===== config.mk =====
export PLATFORM = sky130hd
export DESIGN_NAME = ps2_keyboard_matrix
export DESIGN_NICKNAME = d
export VERILOG_FILES = /design/src/rtl/zx_kbd_pkg.sv /design/src/rtl/ps2_rx.sv /design/src/rtl/ps2_keyboard_matrix.sv
export SDC_FILE = /design/constraint.sdc
export NUM_CORES = 1
export LEC_CHECK = 0
export ABC_CLOCK_PERIOD_IN_PS = 3700
export BUFFER_PORTS_ARGS = -buffer_cell sky130_fd_sc_hd__buf_2
export CAP_MARGIN = 25
export CORE_ASPECT_RATIO = 1.75
export CORE_MARGIN = 4
export CORE_UTILIZATION = 40
export CTS_CLUSTER_DIAMETER = 60
export DETAILED_ROUTE_END_ITERATION = 16
export GPL_ROUTABILITY_DRIVEN = 0
export PLACE_DENSITY = 0.67
export SYNTH_ARGS = -nofsm -noshare
export SYNTH_HDL_FRONTEND = slang
export SYNTH_SLANG_ARGS = --single-unit

===== constraint.sdc =====
create_clock -name clk -period 3.7 [get_ports clk]
set_clock_uncertainty 0.15 [all_clocks]
set_input_delay 0.37 -clock clk [delete_from_list [all_inputs] [get_ports clk]]
set_output_delay 0.37 -clock clk [all_outputs]
set_load 0.02 [all_outputs]

===== src/rtl/zx_kbd_pkg.sv =====
// Shared types, scan-code constants and lookup helpers for the PS/2 to ZX Spectrum keyboard bridge.
`timescale 1ns/1ps
package zx_kbd_pkg;

    typedef enum logic [1:0] {RX_IDLE, RX_DATA, RX_PARITY, RX_STOP} rx_state_t;

    typedef logic [7:0][4:0] matrix_t;

    typedef struct packed {
        logic       hit;
        logic [2:0] row;
        logic [2:0] col;
    } key_pos_t;

    localparam int FILTER_CYCLES = 8;

    localparam logic [7:0] SC_RELEASE = 8'hF0;
    localparam logic [7:0] SC_EXT     = 8'hE0;
    localparam logic [7:0] SC_PAUSE   = 8'hE1;
    localparam logic [7:0] SC_LSHIFT  = 8'h12;
    localparam logic [7:0] SC_RSHIFT  = 8'h59;
    localparam logic [7:0] SC_CTRL    = 8'h14;
    localparam logic [7:0] SC_ALT     = 8'h11;
    localparam logic [7:0] SC_UP      = 8'h75;
    localparam logic [7:0] SC_DOWN    = 8'h72;
    localparam logic [7:0] SC_LEFT    = 8'h6B;
    localparam logic [7:0] SC_RIGHT   = 8'h74;
    localparam logic [7:0] SC_BKSP    = 8'h66;

    function automatic key_pos_t kp(input int r, input int c);
        return {1'b1, 3'(r), 3'(c)};
    endfunction

    // Set-2 scan code to Spectrum half-row position; column 0 is the outermost key of each half-row.
    function automatic key_pos_t key_map(input logic [7:0] code);
        key_pos_t k;
        k = '0;
        case (code)
            SC_LSHIFT: k = kp(0, 0);  8'h1A: k = kp(0, 1);  8'h22: k = kp(0, 2);
            8'h21:     k = kp(0, 3);  8'h2A: k = kp(0, 4);
            8'h1C:     k = kp(1, 0);  8'h1B: k = kp(1, 1);  8'h23: k = kp(1, 2);
            8'h2B:     k = kp(1, 3);  8'h34: k = kp(1, 4);
            8'h15:     k = kp(2, 0);  8'h1D: k = kp(2, 1);  8'h24: k = kp(2, 2);
            8'h2D:     k = kp(2, 3);  8'h2C: k = kp(2, 4);
            8'h16:     k = kp(3, 0);  8'h1E: k = kp(3, 1);  8'h26: k = kp(3, 2);
            8'h25:     k = kp(3, 3);  8'h2E: k = kp(3, 4);
            8'h45:     k = kp(4, 0);  8'h46: k = kp(4, 1);  8'h3E: k = kp(4, 2);
            8'h3D:     k = kp(4, 3);  8'h36: k = kp(4, 4);
            8'h4D:     k = kp(5, 0);  8'h44: k = kp(5, 1);  8'h43: k = kp(5, 2);
            8'h3C:     k = kp(5, 3);  8'h35: k = kp(5, 4);
            8'h5A:     k = kp(6, 0);  8'h4B: k = kp(6, 1);  8'h42: k = kp(6, 2);
            8'h3B:     k = kp(6, 3);  8'h33: k = kp(6, 4);
            8'h29:     k = kp(7, 0);  SC_RSHIFT: k = kp(7, 1);  8'h3A: k = kp(7, 2);
            8'h31:     k = kp(7, 3);  8'h32: k = kp(7, 4);
            default:   k = '0;
        endcase
        return k;
    endfunction

    function automatic logic [3:0] fn_index(input logic [7:0] code);
        case (code)
            8'h05: return 4'd1;   8'h06: return 4'd2;   8'h04: return 4'd3;
            8'h0C: return 4'd4;   8'h03: return 4'd5;   8'h0B: return 4'd6;
            8'h83: return 4'd7;   8'h0A: return 4'd8;   8'h01: return 4'd9;
            8'h09: return 4'd10;  8'h78: return 4'd11;
            default: return 4'd0;
        endcase
    endfunction

endpackage


===== src/rtl/ps2_rx.sv =====
// PS/2 device-to-host frame receiver: synchronisers, clock glitch filter, framing FSM and 1 ms frame timeout.
`timescale 1ns/1ps
module ps2_rx
    import zx_kbd_pkg::*;
#(
    parameter int CLK_HZ = 28000000
) (
    input  logic       clk,
    input  logic       reset,
    input  logic       ps2_clk,
    input  logic       ps2_data,
    output logic [7:0] rx_byte,
    output logic       rx_valid,
    output logic       rx_error
);

    localparam int TIMEOUT = CLK_HZ / 1000;
    localparam int TW      = $clog2(TIMEOUT + 1);
    localparam int FW      = $clog2(FILTER_CYCLES);

    logic [1:0]    clk_sync_q, data_sync_q;
    logic [FW-1:0] stable_q;
    logic          clk_filt_q;
    rx_state_t     state_q;
    logic [2:0]    bit_cnt_q;
    logic [7:0]    shift_q;
    logic          parity_ok_q;
    logic [TW-1:0] idle_cnt_q;
    logic          clk_s, data_s, fall;

    assign clk_s   = clk_sync_q[1];
    assign data_s  = data_sync_q[1];
    assign rx_byte = shift_q;

    // A new level is only believed after it has differed from the filtered level for FILTER_CYCLES clocks.
    assign fall = (clk_s != clk_filt_q) && (stable_q == FW'(FILTER_CYCLES - 1)) && !clk_s;

    always_ff @(posedge clk or posedge reset) begin
        if (reset) begin
            clk_sync_q  <= 2'b11;
            data_sync_q <= 2'b11;
            stable_q    <= '0;
            clk_filt_q  <= 1'b1;
            state_q     <= RX_IDLE;
            bit_cnt_q   <= '0;
            shift_q     <= '0;
            parity_ok_q <= 1'b0;
            idle_cnt_q  <= '0;
            rx_valid    <= 1'b0;
            rx_error    <= 1'b0;
        end else begin
            clk_sync_q  <= {clk_sync_q[0], ps2_clk};
            data_sync_q <= {data_sync_q[0], ps2_data};
            rx_valid    <= 1'b0;
            rx_error    <= 1'b0;

            if (clk_s == clk_filt_q) begin
                stable_q <= '0;
            end else if (stable_q == FW'(FILTER_CYCLES - 1)) begin
                stable_q   <= '0;
                clk_filt_q <= clk_s;
            end else begin
                stable_q <= stable_q + FW'(1);
            end

            if (state_q == RX_IDLE || fall) idle_cnt_q <= '0;
            else                            idle_cnt_q <= idle_cnt_q + TW'(1);

            if (state_q != RX_IDLE && !fall && idle_cnt_q == TW'(TIMEOUT - 1)) begin
                state_q <= RX_IDLE;
            end else if (fall) begin
                case (state_q)
                    RX_IDLE: begin
                        if (!data_s) state_q <= RX_DATA;
                        bit_cnt_q <= '0;
                    end
                    RX_DATA: begin
                        shift_q   <= {data_s, shift_q[7:1]};
                        bit_cnt_q <= bit_cnt_q + 3'd1;
                        if (bit_cnt_q == 3'd7) state_q <= RX_PARITY;
                    end
                    RX_PARITY: begin
                        parity_ok_q <= ^{shift_q, data_s};
                        state_q     <= RX_STOP;
                    end
                    RX_STOP: begin
                        if (parity_ok_q && data_s) rx_valid <= 1'b1;
                        else                       rx_error <= 1'b1;
                        state_q <= RX_IDLE;
                    end
                    default: state_q <= RX_IDLE;
                endcase
            end
        end
    end

endmodule


===== src/rtl/ps2_keyboard_matrix.sv =====
// PS/2 keyboard to ZX Spectrum 8x5 key matrix with F-key and modifier levels.
// Define PS2_KBD_CURSOR_EN to map the arrow keys and backspace onto CS+digit combinations.
`timescale 1ns/1ps
module ps2_keyboard_matrix
    import zx_kbd_pkg::*;
#(
    parameter int CLK_HZ = 28000000
) (
    input  logic        clk,
    input  logic        reset,
    input  logic        ps2_clk,
    input  logic        ps2_data,
    input  logic [7:0]  addr,
    output logic [4:0]  key_data,
    output logic [11:1] Fn,
    output logic [2:0]  mod,
    output logic        rx_error
);

    logic [7:0]  rx_byte;
    logic        rx_valid;
    matrix_t     matrix_q, matrix_d, overlay;
    logic [11:1] fn_q, fn_d;
    logic [1:0]  ctrl_q, ctrl_d, alt_q, alt_d;
    logic        release_q, release_d, ext_q, ext_d;
    logic [2:0]  skip_q, skip_d;
    logic        prefix_byte, apply, press;
    key_pos_t    key_pos;
    logic [3:0]  fn_idx;
    logic [4:0]  sel;

    ps2_rx #(.CLK_HZ(CLK_HZ)) u_rx (
        .clk      (clk),
        .reset    (reset),
        .ps2_clk  (ps2_clk),
        .ps2_data (ps2_data),
        .rx_byte  (rx_byte),
        .rx_valid (rx_valid),
        .rx_error (rx_error)
    );

    assign prefix_byte = rx_byte inside {SC_RELEASE, SC_EXT, SC_PAUSE};
    assign apply       = rx_valid && (skip_q == 3'd0) && !prefix_byte;
    assign press       = !release_q;
    assign key_pos     = key_map(rx_byte);
    assign fn_idx      = fn_index(rx_byte);

    // Only Ctrl, Alt and the cursor keys honour the E0 prefix; other extended codes are ignored.
    always_comb begin
        matrix_d  = matrix_q;
        fn_d      = fn_q;
        ctrl_d    = ctrl_q;
        alt_d     = alt_q;
        release_d = release_q;
        ext_d     = ext_q;
        skip_d    = skip_q;
        if (rx_valid) begin
            if (skip_q != 3'd0)            skip_d    = skip_q - 3'd1;
            else if (rx_byte == SC_PAUSE)   skip_d    = 3'd7;
            else if (rx_byte == SC_RELEASE) release_d = 1'b1;
            else if (rx_byte == SC_EXT)     ext_d     = 1'b1;
        end
        if (apply) begin
            release_d = 1'b0;
            ext_d     = 1'b0;
            if (!ext_q && key_pos.hit)  matrix_d[key_pos.row][key_pos.col] = press;
            if (!ext_q && fn_idx != '0) fn_d[fn_idx] = press;
            if (rx_byte == SC_CTRL)     ctrl_d[ext_q] = press;
            if (rx_byte == SC_ALT)      alt_d[ext_q]  = press;
        end
    end

    always_ff @(posedge clk or posedge reset) begin
        if (reset) begin
            matrix_q  <= '0;
            fn_q      <= '0;
            ctrl_q    <= '0;
            alt_q     <= '0;
            release_q <= 1'b0;
            ext_q     <= 1'b0;
            skip_q    <= '0;
        end else begin
            matrix_q  <= matrix_d;
            fn_q      <= fn_d;
            ctrl_q    <= ctrl_d;
            alt_q     <= alt_d;
            release_q <= release_d;
            ext_q     <= ext_d;
            skip_q    <= skip_d;
        end
    end

`ifdef PS2_KBD_CURSOR_EN
    // Bits: 0 up, 1 down, 2 left, 3 right, 4 backspace. Kept apart so releasing one never drops a Shift-held CS.
    logic [4:0] cursor_q, cursor_d;

    always_comb begin
        cursor_d = cursor_q;
        if (apply) begin
            if (ext_q) begin
                case (rx_byte)
                    SC_UP:    cursor_d[0] = press;
                    SC_DOWN:  cursor_d[1] = press;
                    SC_LEFT:  cursor_d[2] = press;
                    SC_RIGHT: cursor_d[3] = press;
                    default:  ;
                endcase
            end else if (rx_byte == SC_BKSP) begin
                cursor_d[4] = press;
            end
        end
    end

    always_ff @(posedge clk or posedge reset) begin
        if (reset) cursor_q <= '0;
        else       cursor_q <= cursor_d;
    end

    always_comb begin
        overlay       = '0;
        overlay[0][0] = |cursor_q;
        overlay[4][3] = cursor_q[0];
        overlay[4][4] = cursor_q[1];
        overlay[3][4] = cursor_q[2];
        overlay[4][2] = cursor_q[3];
        overlay[4][0] = cursor_q[4];
    end
`else
    assign overlay = '0;
`endif

    always_comb begin
        sel = '0;
        for (int r = 0; r < 8; r++) begin
            if (!addr[r]) sel = sel | matrix_q[r] | overlay[r];
        end
        key_data = ~sel;
    end

    assign Fn  = fn_q;
    assign mod = {matrix_q[0][0] | matrix_q[7][1], |alt_q, |ctrl_q};

endmodule


Word level (Yosys, flattened, before mapping):

Memory sizes are Yosys's and may differ from the RTL's.
Index checks and enable logic that the tools add are counted.

* divide/modulo/power cells: 0
* shift-type cells: 0
* bitwise logic cells: 11
* multiply operators: 0
* add/subtract/negate cells: 4
* eq/ne operators: 29
* order comparisons: 8
* reductions and logical operators: 46
* mux-type cells: 52

Operators by type and width (number)
* $mux W5: 9
* $pmux W4 S11: 1
* $bwmux W40: 1
* $or A5 B5 Y5: 7
* $eq A8 B4 Y1 const B: 4
* $eq A8 B8 Y1 const B: 4
* $eq A8 B3 Y1 const B: 3
* $mux W1: 22
* $eq A8 B5 Y1 const B: 2
* $add A15 B1 Y15 const B: 1
* $demux W5 S3: 1
* $eq A15 B15 Y1 const B: 1
* $mux W15: 1
* $reduce_bool A2 Y1: 7
* $logic_and A1 B1 Y1: 13
* $mux W3: 4
* $reduce_and A2 Y1: 6
* $reduce_and A3 Y1: 4
* $bwmux W11: 1
* $reduce_xor A9 Y1: 1
* $eq A8 B1 Y1 const B: 1
* $eq A8 B2 Y1 const B: 1
* $eq A8 B7 Y1 const B: 1
* $lt A3 B4 Y1 const B: 2
* 35 further kinds: 52

* latch bits: 0
* ROM bits: 896
* word-level logic and storage cells: 176
* memories: 1
* memory bits (writable): 0
* output and inout bits: 20
* register bits: 99
* bits of input ports: 12

Memories
* (no name shown): depth 128, width 7, read ports 1, clocked after memory_dff 0, write ports 0, RTL line zx_kbd_pkg.sv:38 `case (code)`

Longest topological paths before layout:

Gate-level depths: netlist of run 1.

* depth after elaboration: 16
* gate-level depth with buffers: 13
* depth with buffers taken out: 9

Cells and area by module:

From an unflattened synthesis of run 1, not the netlist that was laid out.

* cell total of the unflattened synthesis: 618
* area, all modules: 5939.4 µm²

Modules (own cells, without submodules)
* ps2_keyboard_matrix: times used 1, cells each 458, seq. area each 1501.4 µm², area each 4129.0 µm²
* ps2_rx: times used 1, cells each 160, seq. area each 982.2 µm², area each 1810.5 µm²

Least setup slack after synthesis of run 1:

Ideal clock, no wire load.

* path type: reg-to-reg
* start: register u_rx.shift_q[0], in the netlist u_rx.rx_byte[0]
* end: register matrix_q[26] (netlist bit)
* slack: 0.793 ns
* cell stages (with the launch flop): 11
* path buffers: 2
* clock period less this slack: 2.907 ns
* library setup time: 0.080 ns
* data arrival time: 2.678 ns
* required time: 3.470 ns
* cell sequence: dfrtp_1 > clkbuf_1 > inv_1 > ha_1 > a31oi_1 > or4_4 > nor4b_4 > nand2_2 > buf_6 > nor3_2 > mux2i_1

* cells in the longest elaborated chain, start to end: 9
* elaborated cells between the ends (all ways): 21
* classes of those cells: 4 x order compare; 3 x eq/ne; 6 x mux; 7 x reduce/logical; 1 x memory

Ends and longest elaborated chain
* start: declaration: RTL line ps2_rx.sv:26 `logic [7:0] shift_q;`
* start signal: assignment: RTL line ps2_rx.sv:78 `shift_q <= {data_s, shift_q[7:1]};`
* $mem_v2 Z128 W7
* $mux W7: RTL line zx_kbd_pkg.sv:38
* $lt A3 B4 Y1 (not written as such) / $ge A3 B1 Y1 (equally long branches): RTL line ps2_keyboard_matrix.sv:66 `if (!ext_q && key_pos.hit) matrix_d[key_pos.row][key_pos.col] = press;`
* $logic_and A1 B1 Y1 (not written as such): RTL line ps2_keyboard_matrix.sv:66
* $mux W1 (not written as such): RTL line ps2_keyboard_matrix.sv:66
* $demux W1 S3: RTL line ps2_keyboard_matrix.sv:66
* $mux W5 (not written as such): RTL line ps2_keyboard_matrix.sv:66
* $demux W5 S3: RTL line ps2_keyboard_matrix.sv:66
* $bwmux W40: RTL line ps2_keyboard_matrix.sv:66
* end signal: assignment: RTL line ps2_keyboard_matrix.sv:83 `matrix_q <= matrix_d;`
* end: declaration: RTL line ps2_keyboard_matrix.sv:22 `matrix_t matrix_q, matrix_d, overlay;`

Several ways; a longest one is shown, not always the timed one.
A chain may end at the register's enable or synchronous reset.

Final worst setup path of run 1:

* start: register u_rx.shift_q[0], in the netlist u_rx.rx_byte[0]
* end: register matrix_q[23] (netlist bit)

Same word-level chain as after synthesis.

==> qor.yml, run 1 <==
reg2reg_depth: 8
r2r-start: "u_rx.rx_byte[0]"
num_vias: 4654
placed_cell_area_mm2: 0.00599
hold_path.class: "register to register"
cts_made_buffers: 9
final_area_mm2: 0.00633
grt_pass1_wl_um: 23800
min_to: "u_rx.data_sync_q[1]"
max_stage_delay_ns: 0.57
yosysTopAreaCellShare_pct: 41.2
cts_resized: 0
synth.most_common_cell: "dfrtp_1"
layout-drive-gt1-share_pct: 14.4
final-setup-viol-count: 0
drv_slew: 0
cts.path.max_buffers: 2
rsz0062_at_grt: "no"
synth_common_cells: "dfrtp_1 (94), inv_1 (51), nand2_1 (43)"
viasPerCell: 5.72
antenna_found_initial: 0
fp-row-count: 57
yosysUniqueCellTypes: 68
place_hpwl_um: 10400
power_frac_seq_pct: 53.8
synth_fp_nets: 639
tns_ns: 0
combPwrFrac_pct: 3.8
wl_per_cell_um: 17.3
worstMarginPinSlew_ns: 0.661
synth_area_leaders: "dfrtp_1 (41%), mux2i_1 (6.8%), ha_1 (3.9%)"
worstPathCellList: "inv_1 > ha_1 > a31oi_1 > or4_4 > nor4b_4 > and2b_1 > nand3_1 > mux2i_1"
grt_overflow_total: 0
fmax_mhz: 304
fill_cells: 1333
first_pass_iters: 5
power.total_mw: 2.08
postSynthCellCount: 609
synth_edf_count: 0
die_w_um: 98.3
cts_tree: "done"
p_sw_mw: 0.465
place_ws_ns: 0.444
antenna_cells: 0
p_leak_nw: 2.77
netlist_area_mm2: 0.00570
yosys.area.top_type: "dfrtp_1"
switching_share_pct: 22.4
crit_path_top_delay_cell: "dfrtp_1"
num_io_pins: 32
cp.buffers_inverters: 1
drtIter0Drc: 456
syn_avg_cell_area_um2: 9.37
start_util_pct: 41.0
power_density_mw_per_mm2: 328
reg2reg_to: "matrix_q[23]"
min_period_ns: 3.29
layout_setup_ws_ns: 0.408
synthFlopType: "dfrtp_1"
finalCritPeriodShare_pct: 89.0
ys_seq_area_share_pct: 43.5
ys_warn_count: 0
relSlewSlack_pct: 55.5
portBuffers: 31
cts_root_buffer: "clkbuf_16"
die_area_mm2: 0.0163
status: "complete, no violations"
ys_async_sr_fraction_pct: 100
die_h_um: 166
crit_type: "register to register"
start_kind: "register"
internal_power_mw: 1.61
worstSkewPairLatency_ns: 0.34
path_max_fanout: 16
first_global_vias: 4863
path_delay_family: "simple AND/OR/NAND/NOR gates"
drc: 0
ant_nets: 0
clock_sinks: 99
startpoint: "u_rx.rx_byte[0]"
cts_max_level: 3
worstPathRequired_ns: 3.77
clk_pin_slew_ns: 0.06
ys_ff_latch: 99
nets: 662
hp-start: "u_rx.data_sync_q[0]"
worstPathArrival_ns: 3.36
crit_path_end_kind: "register"
wl_um: 14100
track_usage_pct: 17.6
final_util_pct: 45.5
ir_drop_mv: 0.188
pwr-share-clk_pct: 42.3
coreArea_mm2: 0.0139
maxCapViolCount: 0
grt_max_degree: 80
syn_to_final_growth_pct: 11.0
hold_viol_final: 0
r2r_setup_slack_ns: 0.41
hold_depth: 0
==> stage by stage <==
stage / hold slack (ns) / cells
2_1_floorplan: 0.195 / 609
3_3_place_gp: 0.197 / 792
3_5_place_dp: 0.199 / 793
4_1_cts: 0.154 / 811
5_1_grt: 0.215 / 814
6_report: 0.206 / 814
==> what timing repair did <==
item | CTS | global route
endpoints found under the hold margin | 2 | 26
setup buffers | 0 | 0
hold buffers | 2 | 1
==> how the worst max path moves through the flow <==
stage / endpoint / slack, ns / depth (start not counted)
floorplan: Fn[10] / 0.60 / 1
global placement: matrix_q[18] / 0.50 / 8
detailed placement: matrix_q[18] / 0.44 / 8
CTS: matrix_q[18] / 0.43 / 8
global route: matrix_q[23] / 0.20 / 8
finish: matrix_q[23] / 0.41 / 8
==> registers in the layout, indices dropped and copies added, names as in the netlist <==
name	flops
matrix_q	40
u_rx.idle_cnt_q	15
Fn	11
u_rx.rx_byte	8
skip_q	3
u_rx.bit_cnt_q	3
u_rx.stable_q	3
alt_q	2
ctrl_q	2
u_rx.clk_sync_q	2
u_rx.data_sync_q	2
u_rx.state_q	2
ext_q	1
release_q	1
u_rx.clk_filt_q	1
u_rx.parity_ok_q	1
u_rx.rx_error	1
u_rx.rx_valid	1
==> cell type report <==
| cell class | count | area, um2 | area share [%] |
|---|---|---|---|
| clock buffer | 11 | 243 | 3.83 |
| multi-input combinational | 425 | 2850 | 45.0 |
| timing repair buffer | 43 | 290 | 4.58 |
| clock inverter | 5 | 38.8 | 0.612 |
| tap | 177 | 221 | 3.50 |
| inverter | 54 | 205 | 3.24 |
| sequential | 99 | 2480 | 39.2 |
==> routing by layer <==
metal	GRT usage [%]	routed length, um	up-vias
met2	32.3	7590	148
met3	2.44	452	42
met4	8.98	603	0
li1	-	-	2213
met1	19.5	5440	2251
met5	0	0	-
==> worst reg2reg max path, stage by stage, from the launching register on <==
cell,delay [ns]
dfrtp_1,0.57
inv_1,0.16
ha_1,0.45
a31oi_1,0.12
or4_4,0.55
nor4b_4,0.31
and2b_1,0.49
nand3_1,0.20
mux2i_1,0.16
==> cells in the final DEF (no fill, tap or decap), types with 3 or more instances in the layout <==
cell type	instances
o22ai_1	22
a21o_1	3
nand2b_1	8
nor3_1	10
or2_2	4
o211ai_1	3
nor2_1	39
ha_1	18
dfstp_2	5
a211oi_1	5
a21oi_1	24
dfrtp_1	94
buf_2	31
or3_1	3
xor2_1	10
nand3b_1	3
and3_1	9
mux2i_1	39
nor4_1	7
nor3_2	10
a31o_2	3
and2_1	3
nand4_1	6
inv_1	50
dlygate4sd3_1	3
nand3_1	29
o31ai_1	19
clkbuf_16	9
a31oi_1	11
nor2b_1	6
nand2_1	43
clkinvlp_4	4
xnor2_1	8
o21ai_0	41
buf_4	6
mux2_2	5
==> power groups by stage <==
| stage | combinational, mW | sequential (mW) | clock (mW) |
|---|---|---|---|
| 5_1_grt | 0.0907 | 1.12 | 0.948 |
| 4_1_cts | 0.0779 | 1.12 | 0.902 |
| 3_3_place_gp | 0.0720 | 1.14 | 0 |
| 2_1_floorplan | 0.0470 | 1.14 | 0 |
| 6_report | 0.0799 | 1.12 | 0.880 |
| 3_5_place_dp | 0.0763 | 1.14 | 0 |
==> logic make-up after synthesis <==
group	share of synthesized area (%)
xor gates and xnor gates	2.76
adders and majority gates	3.95
muxes	7.83
DFF	43.5
and+or+nand+nor	18.5
buffers and inverters	6.47
AOI/OAI and AO/OA	17.0
Power figures use the tool's default switching activity.
==> run 2: changes to the inputs <==
CORE_UTILIZATION = 50   (was 40)
PLACE_DENSITY = 0.63   (was 0.67)
==> run 2 against run 1 <==
Critical path depth did not move. First-iteration DRC count fell by 43%. Global-route usage rose by 5.3 points. Sequential power barely moved. Non-clock buffer count did not move. Final cell count fell by 5.5%. Via count fell by 0.56%. Critical path type unchanged. Register-to-register slack improved by 0.08 ns. Combinational power fell by 5.8%.
==> qor.yml, run 2 (synthesis gave the netlist of run 1 again) <==
worstPathArrival_ns: 3.27
largest-register: "matrix_q"
register_area_mm2: 0.00248
place_hpwl_um: 11000
path_max_fanout: 16
drtIter0Drc: 261
viasPerCell: 6.02
start_util_pct: 51.1
fill_cells: 1026
power_density_mw_per_mm2: 332
grt_max_degree: 69
num_vias: 4628
layout_common_cells: "dfrtp_1 (94), inv_1 (50), nand2_1 (43)"
tns_ns: 0
cts_made_buffers: 9
die_w_um: 88.7
path_delay_family: "simple AND/OR/NAND/NOR gates"
largest_reg_flops: 40
crit_path_top_delay_cell: "or4_4"
hold_path.class: "primary input to async pin"
coreArea_mm2: 0.0112
worstPathRequired_ns: 3.75
start_kind: "register"
clock_sinks: 99
first_pass_iters: 5
final-instance-count-excl-fill: 769
portBuffers: 31
cts_max_level: 3
worstPathCellList: "inv_1 > ha_1 > a31oi_1 > or4_4 > nor4b_4 > and2b_1 > nand3_1 > mux2i_1"
cts_setup_buffers: 0
grt_overflow_total: 0
syn_to_final_growth_pct: 9.26
status: "complete, no violations"
hold_viol_final: 0
die_h_um: 149
rsz0062_at_grt: "no"
cts.path.max_buffers: 2
num_io_pins: 32
cts_root_buffer: "clkbuf_16"
relSlewSlack_pct: 43.1
crit_path_end_kind: "register"
grt_pass1_wl_um: 23400
fp-row-count: 51
antenna_cells: 0
hold_slack_ns: 0.0581
dp.cells: 750
ant_nets: 0
die_area_mm2: 0.0132
first_global_vias: 4763
nets: 662
mostFrequentLayoutCell: "dfrtp_1"
clk_pin_slew_ns: 0.07
finalCritPeriodShare_pct: 86.9
min_period_ns: 3.22
worstSkewPairLatency_ns: 0.34
multi_input_area_mm2: 0.00285
wl_per_cell_um: 18.9
ir_drop_mv: 0.228
worstMarginPinSlew_ns: 0.853
cts_tree: "done"
power.total_mw: 2.07
drv_slew: 0
final-setup-viol-count: 0
cts_resized: 0
fmax_mhz: 311
drc: 0
crit_type: "register to register"
r2r-start: "u_rx.rx_byte[0]"
cp.buffers_inverters: 1
max_stage_delay_ns: 0.56
final_area_mm2: 0.00623
antenna_found_initial: 0
maxCapViolCount: 0
wl_um: 14500
p_leak_nw: 2.76
placed_cell_area_mm2: 0.00593
startpoint: "u_rx.rx_byte[0]"
layout-drive-gt1-share_pct: 14.6
track_usage_pct: 22.9
run 2: metrics by stage:
step / util [%] / setup slack, ns
after floorplan: - / 0.598
after global placement: 53.1 / 0.642
after detailed placement: 53.1 / 0.537
after CTS: 55.8 / 0.516
after global routing: 55.8 / 0.243
final: 55.8 / 0.484
run 2: area by class of cell:
cell class | count | area share (%)
clock inverters | 6 | 0.803
well taps | 132 | 2.65
multi-input cells | 425 | 45.8
flip-flops and latches | 99 | 39.9
repair buffers | 43 | 3.98
clock buffers | 10 | 3.67
inverters | 54 | 3.29
run 2: final timing paths:
| path | to | slack (ns) | cells past startpoint |
|---|---|---|---|
| worst min register to register | u_rx.clk_sync_q[1] | 0.21 | 0 |
| min in group clk | u_rx.clk_sync_q[1] | 0.21 | 0 |
| worst max-delay path | matrix_q[12] | 0.48 | 8 |
| max in group asynchronous | u_rx.data_sync_q[1] | 2.51 | 3 |
| worst min-delay path | Fn[1] | 0.06 | 2 |
| worst max register to register | matrix_q[12] | 0.48 | 8 |
run 2: power breakdown:
group	internal, mW	switching, mW	leakage [nW]
Combinational	0.0282	0.0472	1.27
Clock	0.462	0.417	0.123
Sequential	1.11	0.0111	1.36
Total	1.60	0.475	2.76
run 2: routing by layer:
metal  track usage (%)  up-vias  routed length, um
met5                 0        -                  0
met4              15.7        0                911
met3              2.21       64                446
met2              42.0      145               7930
met1              23.3     2196               5220
li1                  -     2223                  -
run 2: worst register-to-register path: stages, from the launching register on:
cell	delay [ns]
dfrtp_1	0.54
inv_1	0.14
ha_1	0.40
a31oi_1	0.12
or4_4	0.56
nor4b_4	0.33
and2b_1	0.50
nand3_1	0.18
mux2i_1	0.16
run 2: what timing repair did:
action	in CTS	in global routing
hold endpoints to repair	2	0
hold buffers	2	0
endpoints found under the setup margin	0	0
==> run 3: changes to the inputs <==
CTS_BUF_LIST = sky130_fd_sc_hd__clkbuf_8   (was default)
==> run 3 against run 2 <==
Clock-buffer cell count shrank 1. Via count grew 0.17%. Highest routed layer unchanged. Critical endpoint unchanged. Sequential cell count is the same. Final cell count is the same. Clock power shrank 28%. Combinational power is essentially flat. Routed wire length is essentially flat.
==> qor.yml, run 3 (synthesis gave the netlist of run 1 again) <==
nets: 662
portBuffers: 31
relSlewSlack_pct: 44.4
cts_tree: "done"
cts_max_level: 3
first_pass_iters: 5
grt_overflow_total: 0
wl_met1_um: 5140
power.total_mw: 1.83
drtIter0Drc: 260
worstMarginPinSlew_ns: 0.834
ir_drop_mv: 0.252
coreArea_mm2: 0.0112
num_vias: 4636
status: "complete, no violations"
p_leak_nw: 2.71
clock_sinks: 99
crit_type: "register to register"
clk_pin_slew_ns: 0.10
worstPathRequired_ns: 3.78
num_io_pins: 32
start_kind: "register"
layout_setup_ws_ns: 0.474
worstPathArrival_ns: 3.31
die_h_um: 149
grt_max_degree: 69
power_density_mw_per_mm2: 298
wl_met2_um: 8010
hold_viol_final: 0
final_util_pct: 54.9
cts_root_buffer: "clkbuf_8"
place_hpwl_um: 11000
antenna_found_initial: 0
layout_common_cells: "dfrtp_1 (94), inv_1 (51), nand2_1 (43)"
place_ws_ns: 0.537
die_area_mm2: 0.0132
start_util_pct: 51.1
viasPerCell: 6.03
crit_path_end_kind: "register"
final-setup-viol-count: 0
cts_made_buffers: 9
drc: 0
track_usage_pct: 22.8
first_global_vias: 4723
rsz0062_at_grt: "no"
mostFrequentLayoutCell: "dfrtp_1"
path_max_fanout: 16
final_area_mm2: 0.00613
dr.max_layer_used: "met4"
antenna_cells: 0
wl_met3_um: 533
finalCritPeriodShare_pct: 87.2
fmax_mhz: 310
wl_per_cell_um: 18.9
layout-drive-gt1-share_pct: 14.6
die_w_um: 88.7
maxCapViolCount: 0
drv_slew: 0
largest_reg_flops: 40
hold_path.class: "primary input to async pin"
largest-register: "matrix_q"
fp-row-count: 51
wl_um: 14500
min_period_ns: 3.23
cts.path.max_buffers: 2
cts_resized: 0
ant_nets: 0
tns_ns: 0
worstSkewPairLatency_ns: 0.37
placed_cell_area_mm2: 0.00593
grt_pass1_wl_um: 23300
syn_to_final_growth_pct: 7.48
-- run 3: changes by cell type in the layout (fill, tap and decap cells not counted) --
| cell | previous run | this run |
|---|---|---|
| clkbuf_8 | 0 | 9 |
| clkbuf_16 | 9 | 0 |
| clkbuf_1 | 1 | 0 |
| inv_1 | 50 | 51 |
-- run 3: layout make-up --
type	count	area [um2]
Clock buffer	9	124
Timing Repair Buffer	43	248
Fill cell	1041	5040
Sequential cell	99	2480
Multi-Input combinational cell	425	2850
Tap cell	132	165
Inverter	54	205
Clock inverter	7	53.8
-- run 3: layer usage --
layer,vias to the layer above,global-route usage [%]
met5,-,0
met4,0,14.8
met3,60,2.27
met2,158,42.3
met1,2196,23.2
li1,2222,-
-- run 3: where the power goes --
part / internal [mW] / total (mW) / switching, mW
clock network: 0.247 / 0.633 / 0.385
registers: 1.11 / 1.12 / 0.0111
logic: 0.0282 / 0.0755 / 0.0473
-- run 3: path summary, 6_finish.rpt --
| path | slack [ns] | endpoint | depth (start not counted) | startpoint |
|---|---|---|---|---|
| min | 0.02 | Fn[1] | 2 | reset |
| min in group clk | 0.21 | u_rx.clk_sync_q[1] | 0 | u_rx.clk_sync_q[0] |
| min reg2reg | 0.21 | u_rx.clk_sync_q[1] | 0 | u_rx.clk_sync_q[0] |
| max | 0.47 | matrix_q[12] | 8 | u_rx.rx_byte[0] |
| max reg2reg | 0.47 | matrix_q[12] | 8 | u_rx.rx_byte[0] |
| max in group asynchronous | 2.55 | u_rx.data_sync_q[1] | 3 | reset |
-- run 3: critical path: stages, from the launching register on --
cell,delay [ns]
dfrtp_1,0.56
inv_1,0.14
ha_1,0.40
a31oi_1,0.12
or4_4,0.56
nor4b_4,0.33
and2b_1,0.50
nand3_1,0.17
mux2i_1,0.16
-- run 3: stage by stage --
step | cells | hold slack [ns]
global route | 769 | 0.0762
global placement | 750 | 0.195
finish | 769 | 0.0240
floorplan | 609 | 0.195
detailed placement | 750 | 0.201
CTS | 768 | 0.0390
-- run 3: repair_timing --
action	CTS	global route
setup endpoints to repair	0	0
setup buffers	0	0
hold buffers	2	0
endpoints found under the hold margin	2	0
